===== src/rtl/aes_pkg.sv =====
// Shared AES definitions: widths, GF(2^8) constant multipliers, engine FSM states.
package aes_pkg;

    localparam int BYTE     = 8;
    localparam int WORD     = 32;
    localparam int SENTENCE = 128;

    typedef enum logic [1:0] {
        ST_IDLE = 2'd0,
        ST_RUN  = 2'd1,
        ST_DONE = 2'd2
    } fsm_e;

    // Multiply by x in GF(2^8) modulo x^8+x^4+x^3+x+1.
    function automatic logic [BYTE-1:0] xtime(input logic [BYTE-1:0] x);
        return {x[6:0], 1'b0} ^ (x[7] ? 8'h1b : 8'h00);
    endfunction

    // Constant multiply built from xtime chains; covers every MixColumns coefficient.
    function automatic logic [BYTE-1:0] gf_mul_const(input logic [BYTE-1:0] x,
                                                     input logic [BYTE-1:0] c);
        logic [BYTE-1:0] x2, x4, x8;
        x2 = xtime(x);
        x4 = xtime(x2);
        x8 = xtime(x4);
        case (c)
            8'h01:   return x;
            8'h02:   return x2;
            8'h03:   return x2 ^ x;
            8'h09:   return x8 ^ x;
            8'h0b:   return x8 ^ x2 ^ x;
            8'h0d:   return x8 ^ x4 ^ x;
            8'h0e:   return x8 ^ x4 ^ x2;
            default: return 8'h00;
        endcase
    endfunction

endpackage


===== src/rtl/gf_mix_column.sv =====
// Combinational single-column mixer, forward or inverse MixColumns.
module gf_mix_column
    import aes_pkg::*;
(
    input  logic [WORD-1:0] col_in,
    input  logic            inv,
    output logic [WORD-1:0] col_out
);

    // Row 0 coefficients; row r is row 0 rotated right by r. Index 3 pairs with b0 (MSB).
    localparam logic [3:0][BYTE-1:0] FWD_ROW0 = {8'h02, 8'h03, 8'h01, 8'h01};
    localparam logic [3:0][BYTE-1:0] INV_ROW0 = {8'h0e, 8'h0b, 8'h0d, 8'h09};

    logic [3:0][BYTE-1:0] b;
    logic [3:0][BYTE-1:0] row0;
    logic [3:0][BYTE-1:0] o;

    assign b       = col_in;
    assign row0    = inv ? INV_ROW0 : FWD_ROW0;
    assign col_out = o;

    // Each output byte r is the XOR of b_j * row0[(j - r) mod 4].
    always_comb begin
        o = '0;
        for (int r = 0; r < 4; r++) begin
            for (int j = 0; j < 4; j++) begin
                o[3-r] = o[3-r] ^ gf_mul_const(b[3-j], row0[3-((j-r+4)%4)]);
            end
        end
    end

endmodule


===== src/rtl/mix_columns_seq.sv =====
// Sequential MixColumns engine: one state per handshake, COLS_PER_CYCLE columns per clock.
module mix_columns_seq
    import aes_pkg::*;
#(
    parameter int COLS_PER_CYCLE = 1
) (
    input  logic                clk,
    input  logic                rst_n,
    input  logic                inValid,
    output logic                inReady,
    input  logic [SENTENCE-1:0] inpt,
    input  logic                inv,
    output logic                outValid,
    input  logic                outReady,
    output logic [SENTENCE-1:0] oupt,
    output logic                busy
);

    generate
        if (!(COLS_PER_CYCLE == 1 || COLS_PER_CYCLE == 2 || COLS_PER_CYCLE == 4)) begin : g_bad_cfg
            $error("mix_columns_seq: COLS_PER_CYCLE must be 1, 2 or 4");
        end
    endgenerate

    // A step of 4 truncates to 0, so col_idx stays 0 and the single RUN cycle is also the last.
    localparam logic [1:0] STEP     = 2'(COLS_PER_CYCLE);
    localparam logic [1:0] LAST_IDX = 2'(4 - COLS_PER_CYCLE);

    fsm_e                  fsm_q;
    logic [1:0]            col_idx;
    logic [3:0][WORD-1:0]  state_q;   // index 3 holds column 0
    logic [3:0][WORD-1:0]  state_d;
    logic                  mode_q;

    logic [COLS_PER_CYCLE-1:0][WORD-1:0] mix_in;
    logic [COLS_PER_CYCLE-1:0][WORD-1:0] mix_out;
    logic [COLS_PER_CYCLE-1:0][1:0]      slot;

    // One mixer per lane; lane g works on column col_idx+g, stored at packed index ~(col_idx+g).
    for (genvar g = 0; g < COLS_PER_CYCLE; g++) begin : g_lane
        assign slot[g]   = ~(col_idx + 2'(g));
        assign mix_in[g] = state_q[slot[g]];
        gf_mix_column u_mix (
            .col_in  (mix_in[g]),
            .inv     (mode_q),
            .col_out (mix_out[g])
        );
    end

    // Write the mixed group back in place; other columns pass through.
    always_comb begin
        state_d = state_q;
        for (int g = 0; g < COLS_PER_CYCLE; g++) begin
            state_d[slot[g]] = mix_out[g];
        end
    end

    // Control FSM, column counter, state and mode registers.
    always_ff @(posedge clk or negedge rst_n) begin
        if (!rst_n) begin
            fsm_q   <= ST_IDLE;
            col_idx <= 2'd0;
            state_q <= '0;
            mode_q  <= 1'b0;
        end else begin
            case (fsm_q)
                ST_IDLE: begin
                    if (inValid) begin
                        state_q <= inpt;
                        mode_q  <= inv;
                        col_idx <= 2'd0;
                        fsm_q   <= ST_RUN;
                    end
                end
                ST_RUN: begin
                    state_q <= state_d;
                    col_idx <= col_idx + STEP;
                    if (col_idx == LAST_IDX) fsm_q <= ST_DONE;
                end
                ST_DONE: begin
                    if (outReady) fsm_q <= ST_IDLE;
                end
                default: fsm_q <= ST_IDLE;
            endcase
        end
    end

    assign inReady  = (fsm_q == ST_IDLE);
    assign outValid = (fsm_q == ST_DONE);
    assign busy     = (fsm_q == ST_RUN) || (fsm_q == ST_DONE);
    assign oupt     = state_q;

endmodule


===== config.mk =====
export PLATFORM = sky130hd
export DESIGN_NAME = mix_columns_seq
export DESIGN_NICKNAME = d
export VERILOG_FILES = /design/src/rtl/aes_pkg.sv /design/src/rtl/gf_mix_column.sv /design/src/rtl/mix_columns_seq.sv
export SDC_FILE = /design/constraint.sdc
export NUM_CORES = 1
export LEC_CHECK = 0
export ABC_AREA = 1
export BUFFER_PORTS_ARGS = -buffer_cell sky130_fd_sc_hd__buf_2
export CORE_UTILIZATION = 30
export CTS_CLUSTER_DIAMETER = 100
export DETAILED_ROUTE_END_ITERATION = 7
export SYNTH_ARGS = -nofsm -noshare
export SYNTH_HDL_FRONTEND = slang
export SYNTH_SLANG_ARGS = --single-unit

===== constraint.sdc =====
create_clock -name clk -period 3.7 [get_ports clk]
set_input_delay 0.37 -clock clk [delete_from_list [all_inputs] [get_ports clk]]
set_output_delay 0.37 -clock clk [all_outputs]
set_load 0.02 [all_outputs]

; After elaboration in Yosys (flattened, before gate mapping)
; Index checks and enable logic that the tools add are counted.
[word_totals]
ff_bits = 133
n_memories = 0
romBits = 0
ramBits = 0
elab_cells = 146
latchBits = 0
[op_classes]
bitwise_logic = 53
shift = 0
n_eq_ne = 34
div_mod_pow = 0
reduce_logical = 7
n_mul = 0
n_lt_le_gt_ge = 2
addsub = 1
mux = 42
[op_table]
columns = op, n
row1 = 8-bit one-hot mux with 7 select lines, 16
row2 = 8-bit bitwise XOR, 50
row3 = 128-bit one-hot mux with 2 select lines, 1
row4 = 128-bit bitwise mux, 1
row5 = 8-bit by 4-bit == test with 1-bit output (second input constant), 16
row6 = 128-bit 2-to-1 mux, 1
row7 = 32-bit binary-select mux with 2-bit select, 1
row8 = 32-bit demux with 2-bit select, 1
row9 = 8-bit by 2-bit == test with 1-bit output (second input constant), 8
row10 = 32-bit 2-to-1 mux, 2
row11 = 5-bit 2-to-1 mux, 12
row12 = 8-bit by 1-bit == test with 1-bit output (second input constant), 4
row13 = 28-bit 2-to-1 mux, 1
row14 = 8-bit by 5-bit bitwise XOR with 8-bit output, 2
row15 = 2-bit 2-to-1 mux, 4
row16 = 2-bit one-hot mux with 3 select lines, 1
row17 = 2-bit == test (second input constant), 2
row18 = 2-bit != test (second input constant), 2
row19 = 2-bit one-hot mux with 2 select lines, 1
row20 = 2-bit AND reduction, 2
row21 = 2-bit by 3-bit less-than comparator with 1-bit output (second input constant), 1
row22 = 3-bit AND reduction, 1
row23 = 2-bit by 1-bit adder with 2-bit output (second input constant), 1
row24 = 2-bit by 1-bit == test with 1-bit output (second input constant), 1
row25 = other kinds (7), 7

; Logic depth before layout (Yosys ltp)
[logic_depth]
word_depth = 17
ltp_mapped = 22
mapped_depth_nobuf = 20

; By module
; Synthesis repeated with hierarchy kept, for this count alone.
[hier_totals]
cells_unflattened = 2000
hier_area_um2 = 12577.1
[by_module_without_submodules]
columns = module, n_inst, seq_area_each_um2, area_each_um2, cells_per_inst
row1 = mix_columns_seq, 1, 3328.2, 8562.0, 1282
row2 = gf_mix_column, 1, 0.0, 4015.1, 718

; Worst setup path after synthesis
; No wires, ideal clock.
[synth_path]
path_type = flip-flop to flip-flop
from = reg col_idx[1]
to = reg state_q (netlist bit oupt[109])
synth_period_minus_slack_ns = 2.272
path_buffers = 2
setup_ns = 0.077
path_stages_with_launch = 18
t_required_ns = 3.623
setup_slack_ns = 1.428
t_arrival_ns = 2.194
cell_sequence = dfrtp_1 > inv_1 > buf_2 > buf_2 > nand3_1 > nand2_1 > inv_1 > nand2_1 > nand2_1 > inv_1 > nand2_1 > nand2_1 > nand2_1 > xor2_1 > inv_1 > nand2_1 > nand3_1 > a21oi_1
[synth_via]
elab_chain_cells = 15
word_cells_on_any_way = 65
cone_classes = order compare: 2 / mux: 18 / bitwise: 44 / reduce/logical: 1
[synth_rtl]
columns = item, line_no
row1 = "start, declared", mix_columns_seq.sv:30  ; logic [1:0] col_idx;
row2 = "start signal, assigned", mix_columns_seq.sv:77  ; col_idx <= col_idx + STEP;
row3 = 2-bit NOT (*), mix_columns_seq.sv:41  ; assign slot[g] = ~(col_idx + 2'(g));
row4 = 32-bit binary-select mux with 2-bit select, mix_columns_seq.sv:42  ; assign mix_in[g] = state_q[slot[g]];
row5 = 32-bit 2-to-1 mux (not written as such), mix_columns_seq.sv:42
row6 = 5-bit 2-to-1 mux or 8-bit bitwise XOR (tied branches), aes_pkg.sv:16  ; return {x[6:0], 1'b0} ^ (x[7] ? 8'h1b : 8'h00);
row7 = 8-bit bitwise XOR or 5-bit 2-to-1 mux (tied branches), aes_pkg.sv:16
row8 = 8-bit bitwise XOR, aes_pkg.sv:16
row9 = 8-bit by 5-bit bitwise XOR with 8-bit output or 8-bit bitwise XOR (tied branches), aes_pkg.sv:16
row10 = 8-bit bitwise XOR (on tied branches), "aes_pkg.sv:32, aes_pkg.sv:33, aes_pkg.sv:31"
row11 = 8-bit bitwise XOR (on tied branches), "aes_pkg.sv:33, aes_pkg.sv:31, aes_pkg.sv:32"
row12 = 8-bit one-hot mux with 7 select lines, aes_pkg.sv:26  ; case (c)
row13 = 8-bit bitwise XOR (3 in a row), gf_mix_column.sv:27  ; o[3-r] = o[3-r] ^ gf_mul_const(b[3-j], row0[3-((j-r+4)%4)]);
row14 = 128-bit bitwise mux (*), mix_columns_seq.sv:54  ; state_d[slot[g]] = mix_out[g];
row15 = 128-bit one-hot mux with 2 select lines (*), mix_columns_seq.sv:66  ; case (fsm_q)
row16 = "end signal, assigned", mix_columns_seq.sv:69  ; state_q <= inpt;
row17 = "end signal, assigned", mix_columns_seq.sv:76  ; state_q <= state_d;
row18 = "end, declared", mix_columns_seq.sv:31  ; logic [3:0][WORD-1:0] state_q;
; Mark *: on every way between the ends. The rest lies on a longest branch, timed or not. The select of a mux whose other input is x is not followed.
; A chain may end at the register's enable or synchronous reset.

; Worst setup path after layout
[layout_path]
from = reg col_idx[0]
to = reg state_q (netlist bit oupt[12])
[layout_via]
elab_chain_cells = 15
word_cells_on_any_way = 69
cone_classes = order compare: 2 / mux: 22 / bitwise: 44 / reduce/logical: 1
[layout_rtl]
columns = item, line_no
row1 = 2-bit NOT (*), mix_columns_seq.sv:41
row2 = 32-bit binary-select mux with 2-bit select, mix_columns_seq.sv:42
row3 = 32-bit 2-to-1 mux (not written as such), mix_columns_seq.sv:42
row4 = 8-bit bitwise XOR, aes_pkg.sv:16
row5 = 5-bit 2-to-1 mux or 8-bit bitwise XOR (tied branches), aes_pkg.sv:16
row6 = 8-bit bitwise XOR or 5-bit 2-to-1 mux (tied branches), aes_pkg.sv:16
row7 = 8-bit by 5-bit bitwise XOR with 8-bit output or 8-bit bitwise XOR (tied branches), aes_pkg.sv:16
row8 = 8-bit bitwise XOR (on tied branches), "aes_pkg.sv:32, aes_pkg.sv:33, aes_pkg.sv:31"
row9 = 8-bit bitwise XOR (on tied branches), "aes_pkg.sv:33, aes_pkg.sv:31, aes_pkg.sv:32"
row10 = 8-bit one-hot mux with 7 select lines, aes_pkg.sv:26
row11 = 8-bit bitwise XOR (3 in a row), gf_mix_column.sv:27
row12 = 128-bit bitwise mux (*), mix_columns_seq.sv:54
row13 = 128-bit one-hot mux with 2 select lines (*), mix_columns_seq.sv:66
; Marked as above.

==> impl_metrics.tcl <==
set metrics [dict create \
    status "finished, final reports clean" \
    grt_overflow 0 \
    synth_most_common_cell "nand2_1" \
    ctsRootBufferMaster "clkbuf_16" \
    area_delta_synth_final_pct 22.2 \
    timing.rr.end "oupt[12]$_DFFE_PN0P_" \
    final_nets 2186 \
    hold_viol 0 \
    ant_nets 0 \
    worst_slew_pin_slew_ns 1.13 \
    wire_per_inst_um 21.0 \
    hpwl_mm 40.9 \
    rsz0062_at_grt "no" \
    setup_tns_ns 0 \
    slew-limit-headroom_pct 24.1 \
    fin_crit_sh_pct 90.6 \
    drc 0 \
    clock_sinks 133 \
    r2r-start "col_idx[0]$_DFFE_PN0P_" \
    dieHeight_um 197 \
    yosys-top-cells-count "nand2_1, a21oi_1, nand3_1" \
    clk_latency_ns 0.44 \
    synth_area_sq_um 11500 \
    place.gp.congestion 1.01 \
    synth_ff_type "dfrtp_1" \
    postCtsHoldBufs 0 \
    antenna_cells 0 \
    track_usage_pct 27.5 \
    die_w_um 197 \
    reg2reg_slack_ns 0.35 \
    fmax_mhz 298 \
    reg2regPathDepth 20 \
    first_global_vias 13000 \
    rows 71 \
    yosysTopAreaCellShare_pct 29.1 \
    drive_gt1_share_pct 19.1 \
    die-area_sq_um 39000 \
    crit_arrival_ns 3.67 \
    avgSynthCellArea_sq_um 6.30 \
    synth-seq-cells 133 \
    instances_no_fill 2570 \
    viasPerCell 5.29 \
    synth_fp_nets 1957 \
    crit_buf_inv 5 \
    synth_edf_count 0 \
    regArea_sq_um 3330 \
    drt_wl_total_mm 53.9 \
    synth-async-reset-ratio_pct 100 \
    finalSetupViolCount 0 \
    critPathSlowestCell "dfrtp_2" \
    cp_common_cell "nand2_1" \
    start_kind "flop" \
    critical_path.top_delay_family "simple AND/OR/NAND/NOR gates" \
    yosysTopAreaCell "dfrtp_1" \
    numCtsBuffers 17 \
    multiInputGateArea_sq_um 7300 \
    ys_seq_area_share_pct 29.1 \
    coreArea_sq_um 37600 \
    min_path_type "primary input to asynchronous set/reset pin" \
    required_ns 4.02 \
    drt_iter0_markers 1257 \
    fill_cells 4122 \
    antenna_found_initial 0 \
    critical_path.endpoint_type "flop" \
    max_cap_violations 0 \
    final-max-slew-violation-count 0 \
    postCtsSetupBuffers 0 \
    worstSetupPathType "flop to flop" \
    grt_max_degree 87 \
    grt_pass1_wl_mm 80.2 \
    io_buffers 263 \
    placedCellCount 2538 \
    start_util_pct 30.5 \
    first_pass_iters 6 \
    clk_path_buf_depth 2 \
    max_stage_delay_ns 0.43 \
    io_pins 264 \
    synth_cell_types 37 \
    cts_max_level 4 \
    synthTopCellsByArea "dfrtp_1, nand2_1, a21oi_1" \
    clock-skew-final_ns 0.0112 \
    clk_pin_slew_worst_paths_ns 0.06 \
    final_core_util_pct 37.2 \
    num_vias 13600 \
    synthCells 1817 \
    ys_warn_count 0 \
    cts_resized 0 \
    path_cells "inv_2 -> buf_12 -> buf_4 -> nand2_1 -> nand3_1 -> nand2_1 -> inv_1 -> nand2_1 -> nand2_1 -> nand2_1 -> nand2_1 -> nand2_1 -> nand2_1 -> nand2_1 -> nand3_1 -> nand2_1 -> inv_1 -> nand3_1 -> nand3_1 -> a21oi_1" \
    finalCriticalPeriod_ns 3.35 \
    whs_ns 0.0192 \
    cts_tree "yes" \
    crit_fanout 37 \
]
worst max-delay path by stage:
stage	start	end	slack (ns)	depth (start not counted)
after floorplan	col_idx[1]$_DFFE_PN0P_	oupt[109]$_DFFE_PN0P_	1.43	17
after global placement	col_idx[0]$_DFFE_PN0P_	oupt[12]$_DFFE_PN0P_	0.37	20
after detailed placement	col_idx[0]$_DFFE_PN0P_	oupt[100]$_DFFE_PN0P_	0.45	21
after CTS	col_idx[0]$_DFFE_PN0P_	oupt[12]$_DFFE_PN0P_	0.43	20
after global routing	col_idx[0]$_DFFE_PN0P_	oupt[100]$_DFFE_PN0P_	0.17	21
final	col_idx[0]$_DFFE_PN0P_	oupt[12]$_DFFE_PN0P_	0.35	20
per-stage QoR:
stage	setup slack, ns	cell area [sq um]
2_1_floorplan	1.43	11500
3_3_place_gp	0.373	13400
3_5_place_dp	0.449	13400
4_1_cts	0.435	14000
5_1_grt	0.170	14000
6_report	0.347	14000
layout by cell type (no fill, tap or decap), types with 3 or more instances in the layout:
cell type  Yosys  routed
nand3b_1      12      12
bufinv_16      0       3
a21oi_1      263     263
nand2_1      601     601
ha_1           7       7
clkinv_2       0       5
o21ai_0       27      27
xnor2_1       39      39
nand2_2       23      23
or2_1          3       3
xor2_1        79      79
buf_2         11     262
inv_2          8       7
nand3_1      245     245
dfrtp_1      133     131
o21ai_4        1       4
nor2_1       142     141
inv_1        101     101
nand3_2        8       8
buf_4          6      24
buf_12         0      10
or2_2          6       6
nand4_1        8       8
nand2_4        5       5
clkbuf_16      0      17
routing by layer:
metal,global-route usage [%],up-vias,share of wire (%)
li1,-,6362,-
met1,38.2,6450,44
met2,43.6,702,46
met3,4.13,73,8.5
met4,8.84,0,2.4
met5,0,-,0
state kept, by name, summed over array words and instances, names as in the netlist:
signal,flops
col_idx,2
fsm_q,2
mode_q,1
oupt,128
cell families after synthesis:
family,after synthesis,synth area share (%)
compound gates,301,13.4
xor+xnor,122,9.59
buf+inv,197,7.49
simple gates,1057,39.7
fa+ha+maj,7,0.765
flops,133,29.1
area by class of cell:
cell class              count  share of cell area (%)
clock buffers              19                    3.17
clock inverters            13                    1.12
inverters                 110                    2.97
multi-input cells        1487                    52.2
flip-flops and latches    133                    23.8
well taps                 511                    4.57
repair buffers            297                    12.2
Power is not shown: default switching activity piles up to over one toggle a cycle in this logic, so the estimate is an artifact.
